<file path="config.mk">
export PLATFORM = sky130hd
export DESIGN_NAME = llc_cmd_sequencer
export DESIGN_NICKNAME = d
export VERILOG_FILES = /design/src/rtl/llc_cmd_sequencer.sv
export SDC_FILE = /design/constraint.sdc
export NUM_CORES = 1
export LEC_CHECK = 0
export CAP_MARGIN = 0
export CORE_ASPECT_RATIO = 2
export CORE_MARGIN = 2
export CORE_UTILIZATION = 42
export DETAILED_ROUTE_END_ITERATION = 10
export GPL_TIMING_DRIVEN = 0
export PLACE_DENSITY = 0.89
export SETUP_SLACK_MARGIN = 0.4
export SYNTH_ARGS = -nofsm -noshare
export SYNTH_HDL_FRONTEND = slang
export SYNTH_SLANG_ARGS = --single-unit
</file>
<file path="constraint.sdc">
create_clock -name clk -period 1.7 [get_ports clk]
set_input_delay 0.34 -clock clk [delete_from_list [all_inputs] [get_ports clk]]
set_output_delay 0.34 -clock clk [all_outputs]
set_load 0.01 [all_outputs]
</file>
<file path="src/rtl/llc_cmd_sequencer.sv">
// -----------------------------------------------------------------------------
// llc_cmd_sequencer
//
// Per-command control sequencer for a last-level cache trace model. One
// command is accepted at a time from a trace stream. The sequencer looks the
// line up, writes back a dirty victim, issues bus transactions and snoop
// responses, and pulses the per-line MESI FSM. The command then retires with
// a one-cycle done pulse.
//
// State flow (every state except IDLE lasts exactly one cycle):
//   IDLE -> LOOKUP -> [WB] -> [BUS] -> [UPDATE] -> DONE -> IDLE    (CPU side)
//   IDLE -> LOOKUP -> RESP -> [BUS] -> [UPDATE] -> DONE -> IDLE    (snoops)
//
// Ports:
//   clk, rst_n         system clock; synchronous active-low reset
//   cmd_valid/ready    command handshake; ready only in IDLE
//   cmd[3:0]           trace opcode
//                      0 rd, 1 wr, 2 ifetch, 3 snoop inv, 4 snoop rd,
//                      5 snoop wr, 6 snoop rwim, 8 clear, 9 print
//   addr[31:0]         command address; latched into addr_q on accept
//   addr_q[31:0]       latched address presented to the tag array
//   hit, line_state,   tag array lookup result
//   victim_dirty       (sampled in LOOKUP only)
//   read_req,          one-cycle pulses to the per-line MESI FSM
//   write_req,
//   invalidate
//   bus_op[2:0]        0 none, 1 READ, 2 WRITE, 3 INVALIDATE, 4 RWIM
//   bus_op_valid       high in WB and BUS only
//   snoop_result[1:0]  0 NOHIT, 1 HIT, 2 HITM; qualified by snoop_valid
//   done               one-cycle retire pulse
//   err                one-cycle pulse in LOOKUP for an unknown opcode
//
// Optional feature (macro LLC_SEQ_STATS_EN):
//   hit_cnt[15:0], miss_cnt[15:0]  saturating lookup statistics for
//   opcodes 0-2. Both clear on opcode 8 and on reset.
// -----------------------------------------------------------------------------

package llc_line_pkg;

  // MESI state of the addressed line as reported by the tag array.
  typedef enum logic [1:0] {
    MESI_I = 2'd0,
    MESI_S = 2'd1,
    MESI_E = 2'd2,
    MESI_M = 2'd3
  } mesi_e;

endpackage

module llc_cmd_sequencer
  import llc_line_pkg::*;
(
  input  logic        clk,
  input  logic        rst_n,

  input  logic        cmd_valid,
  output logic        cmd_ready,
  input  logic [3:0]  cmd,
  input  logic [31:0] addr,

  output logic [31:0] addr_q,
  input  logic        hit,
  input  mesi_e       line_state,
  input  logic        victim_dirty,

  output logic        read_req,
  output logic        write_req,
  output logic        invalidate,

  output logic [2:0]  bus_op,
  output logic        bus_op_valid,

  output logic [1:0]  snoop_result,
  output logic        snoop_valid,
  output logic        done,
`ifdef LLC_SEQ_STATS_EN
  output logic [15:0] hit_cnt,
  output logic [15:0] miss_cnt,
`endif
  output logic        err
);

  // ---------------------------------------------------------------------------
  // Local types and opcodes
  // ---------------------------------------------------------------------------
  typedef enum logic [2:0] {
    S_IDLE,
    S_LOOKUP,
    S_WB,
    S_BUS,
    S_RESP,
    S_UPDATE,
    S_DONE
  } state_e;

  typedef enum logic [2:0] {
    BUS_NONE  = 3'd0,
    BUS_READ  = 3'd1,
    BUS_WRITE = 3'd2,
    BUS_INV   = 3'd3,
    BUS_RWIM  = 3'd4
  } bus_e;

  // Which MESI pulse UPDATE produces; UPD_NONE means the command has no
  // UPDATE phase at all.
  typedef enum logic [1:0] {
    UPD_NONE,
    UPD_READ,
    UPD_WRITE,
    UPD_INV
  } upd_e;

  typedef enum logic [1:0] {
    SNP_NOHIT = 2'd0,
    SNP_HIT   = 2'd1,
    SNP_HITM  = 2'd2
  } snp_e;

  localparam logic [3:0] OP_READ     = 4'd0;
  localparam logic [3:0] OP_WRITE    = 4'd1;
  localparam logic [3:0] OP_IFETCH   = 4'd2;
  localparam logic [3:0] OP_SNP_INV  = 4'd3;
  localparam logic [3:0] OP_SNP_RD   = 4'd4;
  localparam logic [3:0] OP_SNP_WR   = 4'd5;
  localparam logic [3:0] OP_SNP_RWIM = 4'd6;
  localparam logic [3:0] OP_CLEAR    = 4'd8;
  localparam logic [3:0] OP_PRINT    = 4'd9;

  // ---------------------------------------------------------------------------
  // State and per-command context
  // ---------------------------------------------------------------------------
  state_e     state, state_next;
  logic [3:0] cmd_q;
  bus_e       bus_q;    // operation issued in the BUS state
  upd_e       upd_q;    // pulse issued in the UPDATE state
  snp_e       snp_q;    // response driven in the RESP state

  // Plan for the rest of the command, decoded from the lookup result.
  // It is only meaningful, and only captured, while in LOOKUP.
  state_e     plan_next;
  bus_e       plan_bus;
  upd_e       plan_upd;
  snp_e       plan_snp;
  logic       plan_err;
  logic       line_hit;
  snp_e       snoop_class;

  logic       accept;

  assign accept = cmd_valid && cmd_ready;

  // A snoop only sees a hit when the line actually holds data.
  assign line_hit    = hit && (line_state != MESI_I);
  assign snoop_class = !line_hit              ? SNP_NOHIT :
                       (line_state == MESI_M) ? SNP_HITM  : SNP_HIT;

  // ---------------------------------------------------------------------------
  // Lookup decode: turn opcode + tag result into the remaining path
  // ---------------------------------------------------------------------------
  // NOTE: every signal written in an always_comb gets a default at the top so
  // that no path leaves it unassigned, which would otherwise infer a latch.
  always_comb begin
    plan_next = S_DONE;
    plan_bus  = BUS_NONE;
    plan_upd  = UPD_NONE;
    plan_snp  = SNP_NOHIT;
    plan_err  = 1'b0;

    unique case (cmd_q)
      OP_READ, OP_IFETCH: begin
        plan_upd = UPD_READ;
        if (hit) begin
          plan_next = S_UPDATE;
        end else begin
          plan_bus  = BUS_READ;
          plan_next = victim_dirty ? S_WB : S_BUS;
        end
      end

      OP_WRITE: begin
        plan_upd = UPD_WRITE;
        if (hit && (line_state == MESI_M || line_state == MESI_E)) begin
          plan_next = S_UPDATE;
        end else if (hit && line_state == MESI_S) begin
          // Other sharers must drop their copies before we own the line.
          plan_bus  = BUS_INV;
          plan_next = S_BUS;
        end else begin
          plan_bus  = BUS_RWIM;
          plan_next = victim_dirty ? S_WB : S_BUS;
        end
      end

      OP_SNP_RD: begin
        plan_snp  = snoop_class;
        plan_next = S_RESP;
        // A modified line is flushed to memory after signalling HITM.
        if (snoop_class == SNP_HITM) plan_bus = BUS_WRITE;
      end

      OP_SNP_INV, OP_SNP_RWIM: begin
        plan_snp  = snoop_class;
        plan_next = S_RESP;
        if (line_hit) begin
          plan_upd = UPD_INV;
          // Snooped RWIM takes ownership, so dirty data is flushed first.
          if (cmd_q == OP_SNP_RWIM && line_state == MESI_M)
            plan_bus = BUS_WRITE;
        end
      end

      OP_SNP_WR: begin
        plan_next = S_RESP;
      end

      OP_CLEAR, OP_PRINT: begin
        plan_next = S_DONE;
      end

      default: begin
        plan_err  = 1'b1;
        plan_next = S_DONE;
      end
    endcase
  end

  // ---------------------------------------------------------------------------
  // State register and command context
  // ---------------------------------------------------------------------------
  // NOTE: sequential state uses non-blocking assignments so every register
  // samples the pre-edge values, independent of statement order.
  always_ff @(posedge clk) begin
    if (!rst_n) begin
      state  <= S_IDLE;
      cmd_q  <= 4'd0;
      addr_q <= 32'd0;
      bus_q  <= BUS_NONE;
      upd_q  <= UPD_NONE;
      snp_q  <= SNP_NOHIT;
    end else begin
      state <= state_next;
      if (accept) begin
        cmd_q  <= cmd;
        addr_q <= addr;
      end
      if (state == S_LOOKUP) begin
        bus_q <= plan_bus;
        upd_q <= plan_upd;
        snp_q <= plan_snp;
      end
    end
  end

  // ---------------------------------------------------------------------------
  // Next state and outputs
  // ---------------------------------------------------------------------------
  always_comb begin
    state_next   = state;
    bus_op       = BUS_NONE;
    bus_op_valid = 1'b0;
    read_req     = 1'b0;
    write_req    = 1'b0;
    invalidate   = 1'b0;
    snoop_result = SNP_NOHIT;
    snoop_valid  = 1'b0;
    done         = 1'b0;
    err          = 1'b0;

    unique case (state)
      S_IDLE: begin
        if (accept) state_next = S_LOOKUP;
      end

      S_LOOKUP: begin
        err        = plan_err;
        state_next = plan_next;
      end

      S_WB: begin
        bus_op       = BUS_WRITE;
        bus_op_valid = 1'b1;
        state_next   = S_BUS;
      end

      S_BUS: begin
        bus_op       = bus_q;
        bus_op_valid = 1'b1;
        state_next   = (upd_q != UPD_NONE) ? S_UPDATE : S_DONE;
      end

      S_RESP: begin
        snoop_result = snp_q;
        snoop_valid  = 1'b1;
        if (bus_q != BUS_NONE)      state_next = S_BUS;
        else if (upd_q != UPD_NONE) state_next = S_UPDATE;
        else                        state_next = S_DONE;
      end

      S_UPDATE: begin
        read_req   = (upd_q == UPD_READ);
        write_req  = (upd_q == UPD_WRITE);
        invalidate = (upd_q == UPD_INV);
        state_next = S_DONE;
      end

      S_DONE: begin
        done       = 1'b1;
        state_next = S_IDLE;
      end

      default: begin
        state_next = S_IDLE;
      end
    endcase
  end

  // Ready is held low while reset is asserted, even though the state register
  // already reads IDLE.
  assign cmd_ready = (state == S_IDLE) && rst_n;

  // ---------------------------------------------------------------------------
  // Optional lookup statistics
  // ---------------------------------------------------------------------------
`ifdef LLC_SEQ_STATS_EN
  always_ff @(posedge clk) begin
    if (!rst_n) begin
      hit_cnt  <= 16'd0;
      miss_cnt <= 16'd0;
    end else if (state == S_LOOKUP) begin
      if (cmd_q == OP_CLEAR) begin
        hit_cnt  <= 16'd0;
        miss_cnt <= 16'd0;
      end else if (cmd_q == OP_READ || cmd_q == OP_WRITE || cmd_q == OP_IFETCH) begin
        if (hit) begin
          if (hit_cnt != 16'hFFFF) hit_cnt <= hit_cnt + 16'd1;
        end else begin
          if (miss_cnt != 16'hFFFF) miss_cnt <= miss_cnt + 16'd1;
        end
      end
    end
  end
`endif

endmodule

</file>
Yosys cells after proc, flatten, opt, wreduce, memory -nomap -nowiden
Cells that the tools add are included.
Cells by class
  reduce and logical (&&, ||, !) cells: 18
  muxes and demuxes: 31
  equal/unequal tests: 22
Operator list (number)
  2-bit 2-to-1 mux: 9
  3-bit 2-to-1 mux: 6
  3-bit one-hot mux with 6 select lines: 1
  4-bit by 3-bit == test with 1-bit output, second input constant: 3
  3-bit one-hot mux with 4 select lines: 1
  1-bit 2-to-1 mux: 11
  2-bit == test, second input constant: 5
  3-bit == test, second input constant: 3
  3-bit one-hot mux with 3 select lines: 1
  9-bit OR reduction: 1
  4-bit by 2-bit == test with 1-bit output, second input constant: 2
  4-bit == test, second input constant: 2
  3-bit by 2-bit == test with 1-bit output, second input constant: 2
  1-bit logical AND: 6
  2-bit one-hot mux with 3 select lines: 1
  3-bit one-hot mux with 2 select lines: 1
  2-bit OR reduction: 3
  2-bit by 1-bit == test with 1-bit output, second input constant: 2
  4-bit by 1-bit == test with 1-bit output, second input constant: 1
  4-bit zero test: 1
  2-bit nonzero test: 2
  4-bit OR reduction: 1
  3-bit by 1-bit == test with 1-bit output, second input constant: 1
  3-bit zero test: 1
  other kinds (4): 4
Word-level totals
  output and inout bits: 45
  flip-flop bits (word level): 46
  logic and storage cells: 77

Longest topological paths before layout
  depth in word-level cells: 6
  depth in mapped cells: 7

Worst setup path before layout
OpenSTA, ideal clock, no wires.
  path type: reg-to-output
  start point: register state[2]
  end point: output port snoop_result[0]
  arrival: 1.154 ns
  path slack: 0.206 ns
  stages on the path, launching flop included: 6
  data required time: 1.360 ns
  cell sequence: dfxtp_1 > buf_6 > inv_2 > or3_1 > inv_1 > and2_1
Between the ends
  cells in the longest elaborated chain, start to end: 2
Ends and longest elaborated chain
  start: declaration: line 132  | state_e state, state_next;
  start signal: assignment: line 241  | state <= state_next;
  3-bit == test: line 269  | unique case (state)
  2-bit 2-to-1 mux: line 269
  end: declaration: line 73  | output logic [1:0] snoop_result,
Every way passes these cells.

Worst setup path after layout
  start point: register state[2]
  end point: output port err
Between the ends
  cells in the longest elaborated chain, start to end: 2
Ends and longest elaborated chain
  3-bit by 1-bit == test with 1-bit output: line 269
  1-bit 2-to-1 mux: line 269
  end: declaration: line 80  | output logic err
Every way passes these cells.

==> results.yml <==
global_routing:
  grt_pass1_vias: 2119
  antenna_found_initial: 0
  grt_pass1_wl_mm: 9.51
  grt_max_degree: 14
  grt.total_usage: 0.232
  grt_remaining_overflow: 0
power_and_ir_drop:
  internal_power_mw: 2.70
  ir_worst_vdd_v: 0.00118
  power_frac_seq: 0.352
  leakage_nw: 1.61
  clock_power_share: 0.147
  p_per_area_mw_per_mm2: 1240
  p_total_mw: 4.27
  switching_share: 0.368
  p_sw_mw: 1.57
  p_comb_frac: 0.501
place:
  dp_cells: 402
  finalWeightedCongestion: 0.910
  placed_area_mm2: 0.00299
  io_buffers: 87
  dpl_worst_slack_ns: -0.640
  dp_hpwl_mm: 4.17
setup_path:
  critical_path_arrival_ns: 1.49
  worstSetupPathType: "reg2out"
  crit_path_end_kind: "primary output"
  cp.required_ns: 1.36
  crit_fanout: 5
  crit_path_start_kind: "register"
floorplan:
  ios: 88
  core_mm2: 0.00460
  start_util: 0.438
  fp.dieArea_mm2: 0.00540
  die_h_um: 102
  rows: 35
  die_w_um: 53.0
synthesis:
  synth_top_area_cell: "dfxtp_1"
  synth_compound_area_frac: 0.0963
  yosys_register_bits: 46
  synth_fa_ha_area_frac: 0.00497
  yosysWarnings: 0
  netlist.area_leader.share: 0.457
  netlist_area_mm2: 0.00201
  synthArstFlopShare: 0
  synth_common_cells: "nand2_1, dfxtp_1, nand3_1"
  synth_top_family_by_area: "simple AND/OR/NAND/NOR gates"
  synth-edff-count: 0
  ys.flop_type: "dfxtp_1"
  synthXorXnorAreaFrac: 0.00435
  syn_nets: 303
  syn_inst: 260
  synth-seq-area-share: 0.457
  synth_cell_types: 38
  synthTopCellsByArea: "dfxtp_1, nand2_1, nand3_1"
  yosys.area_share.simple: 0.361
  muxShareOfSynthArea: 0.00497
  synth.most_common_cell: "nand2_1"
  avgSynthCellArea_um2: 7.74
sta:
  hold_viol_final: 0
  timing.setup.tns_ns: -0.349
  layout_setup_ws_ns: -0.130
  clock_skew_ns: 0.00649
  period_share: 1.08
  clock.fmax_mhz: 547
  tightest_slew_ns: 0.448
  report.final.slew_viol_count: 0
  rsz0062_at_grt: "yes"
  setup_viol: 3
  period_needed_ns: 1.83
  maxSlewHeadroom: 0.701
outcome:
  outcome: "complete, but fails checks"
  violations: "setup timing"
layout:
  syn2layout_area_growth_pct: 70.7
  nets: 417
  num_antenna_cells: 0
  drive_above_1_share: 0.289
  stdcell_count: 429
  final_cell_area_mm2: 0.00344
worst_hold_path:
  min_path_type: "reg2reg"
clock_tree:
  clock_latency_ns: 0.29
  cts.sinks: 46
  cts_max_path_buffers: 2
  numCtsBuffers: 5
  cts_tree: "yes"
  path_clk_slew_ns: 0.08
  ctsRootBufferMaster: "clkbuf_8"
  h-tree-depth: 2
detailed_routing:
  route.antenna.remaining_nets: 0
  vias: 2246
  met1_length_mm: 2.27
  route.met3.wl_um: 245
  drt_iter0_drc: 46
  routed_wl_mm: 6.36
  first_pass_iters: 4
  wl_per_cell_um: 14.8
  drcViolationCount: 0
  routed.top_layer: "met4"
  wl_met2_mm: 3.71
  viasPerCell: 5.24
run:
  maxCapViolations: 0
through the flow:
step	utilization	hold slack, ns
global route	0.747	0.473
finish	0.747	0.455
global placement	0.650	0.441
detailed placement	0.650	0.446
floorplan	-	0.439
CTS	0.723	0.457
layout by cell type (no fill, tap or decap), drive strengths merged, types with 5 or more instances in the layout:
cell type,synthesis,final
a21oi,5,5
clkdlybuf4s50,0,38
o21ai,6,6
nand3,40,40
buf,15,44
dlygate4sd2,0,34
nand2,80,80
nor3,5,5
dfxtp,46,46
inv,7,7
clkbuf,4,12
nor2,8,8
nor2b,6,6
routing by layer:
metal,up-vias,track usage
li1,1101,-
met1,1054,0.249
met2,79,0.440
met3,12,0.0336
met4,0,0.0769
met5,-,0
what timing repair did:
| item | CTS | global route |
|---|---|---|
| setup buffers | 11 | 4 |
| gates resized for setup | 140 | 35 |
| cloned | 5 | 0 |
| pin swaps | 11 | 11 |
| hold buffers | 0 | 0 |
| endpoints found under the setup margin | 91 | 60 |
sequential cells by signal, indices dropped and copies added (netlist names):
| name | count |
|---|---|
| addr_q | 32 |
| cmd_q | 4 |
| bus_q | 3 |
| state | 3 |
| snp_q | 2 |
| upd_q | 2 |
final timing paths:
path	slack, ns	endpoint	cells after the start	startpoint
worst min register to register	0.45	addr_q[10]	2	addr_q[10]
worst max-delay path	-0.13	err	5	state[2]
worst min-delay path	0.45	addr_q[10]	2	addr_q[10]
worst max register to register	0.07	addr_q[22]	10	state[2]
cell families (layout without fill, tap and decap cells):
group | count (synthesis) | after routing
xor+xnor | 1 | 1
buf+inv | 26 | 140
fa+ha+maj | 1 | 1
mux | 1 | 1
flops | 46 | 46
compound gates | 29 | 29
simple gates | 156 | 156
worst max-delay path, stage by stage, from the launching register on:
cell and delay, ns:
dfxtp_2 0.32, buf_6 0.12, or3b_1 0.39, buf_6 0.14, a21oi_4 0.12, buf_6 0.12
power groups by stage:
stage	clock [mW]	combinational (mW)	sequential [mW]
after detailed placement	0	1.59	1.49
after floorplan	0	0.803	1.56
final	0.627	2.14	1.50
after global placement	0	1.56	1.48
after global routing	0.681	2.28	1.53
after CTS	0.637	1.93	1.48
final cells by class:
type,count,area (um2)
plain buffers,19,185
clock buffers,6,72.6
clock inverters,1,7.51
fillers,358,1160
inverters,7,28.8
multi-input cells,188,1140
flip-flops and latches,46,927
well taps,55,68.8
repair buffers,107,1010
Power figures use the tool's default switching activity.
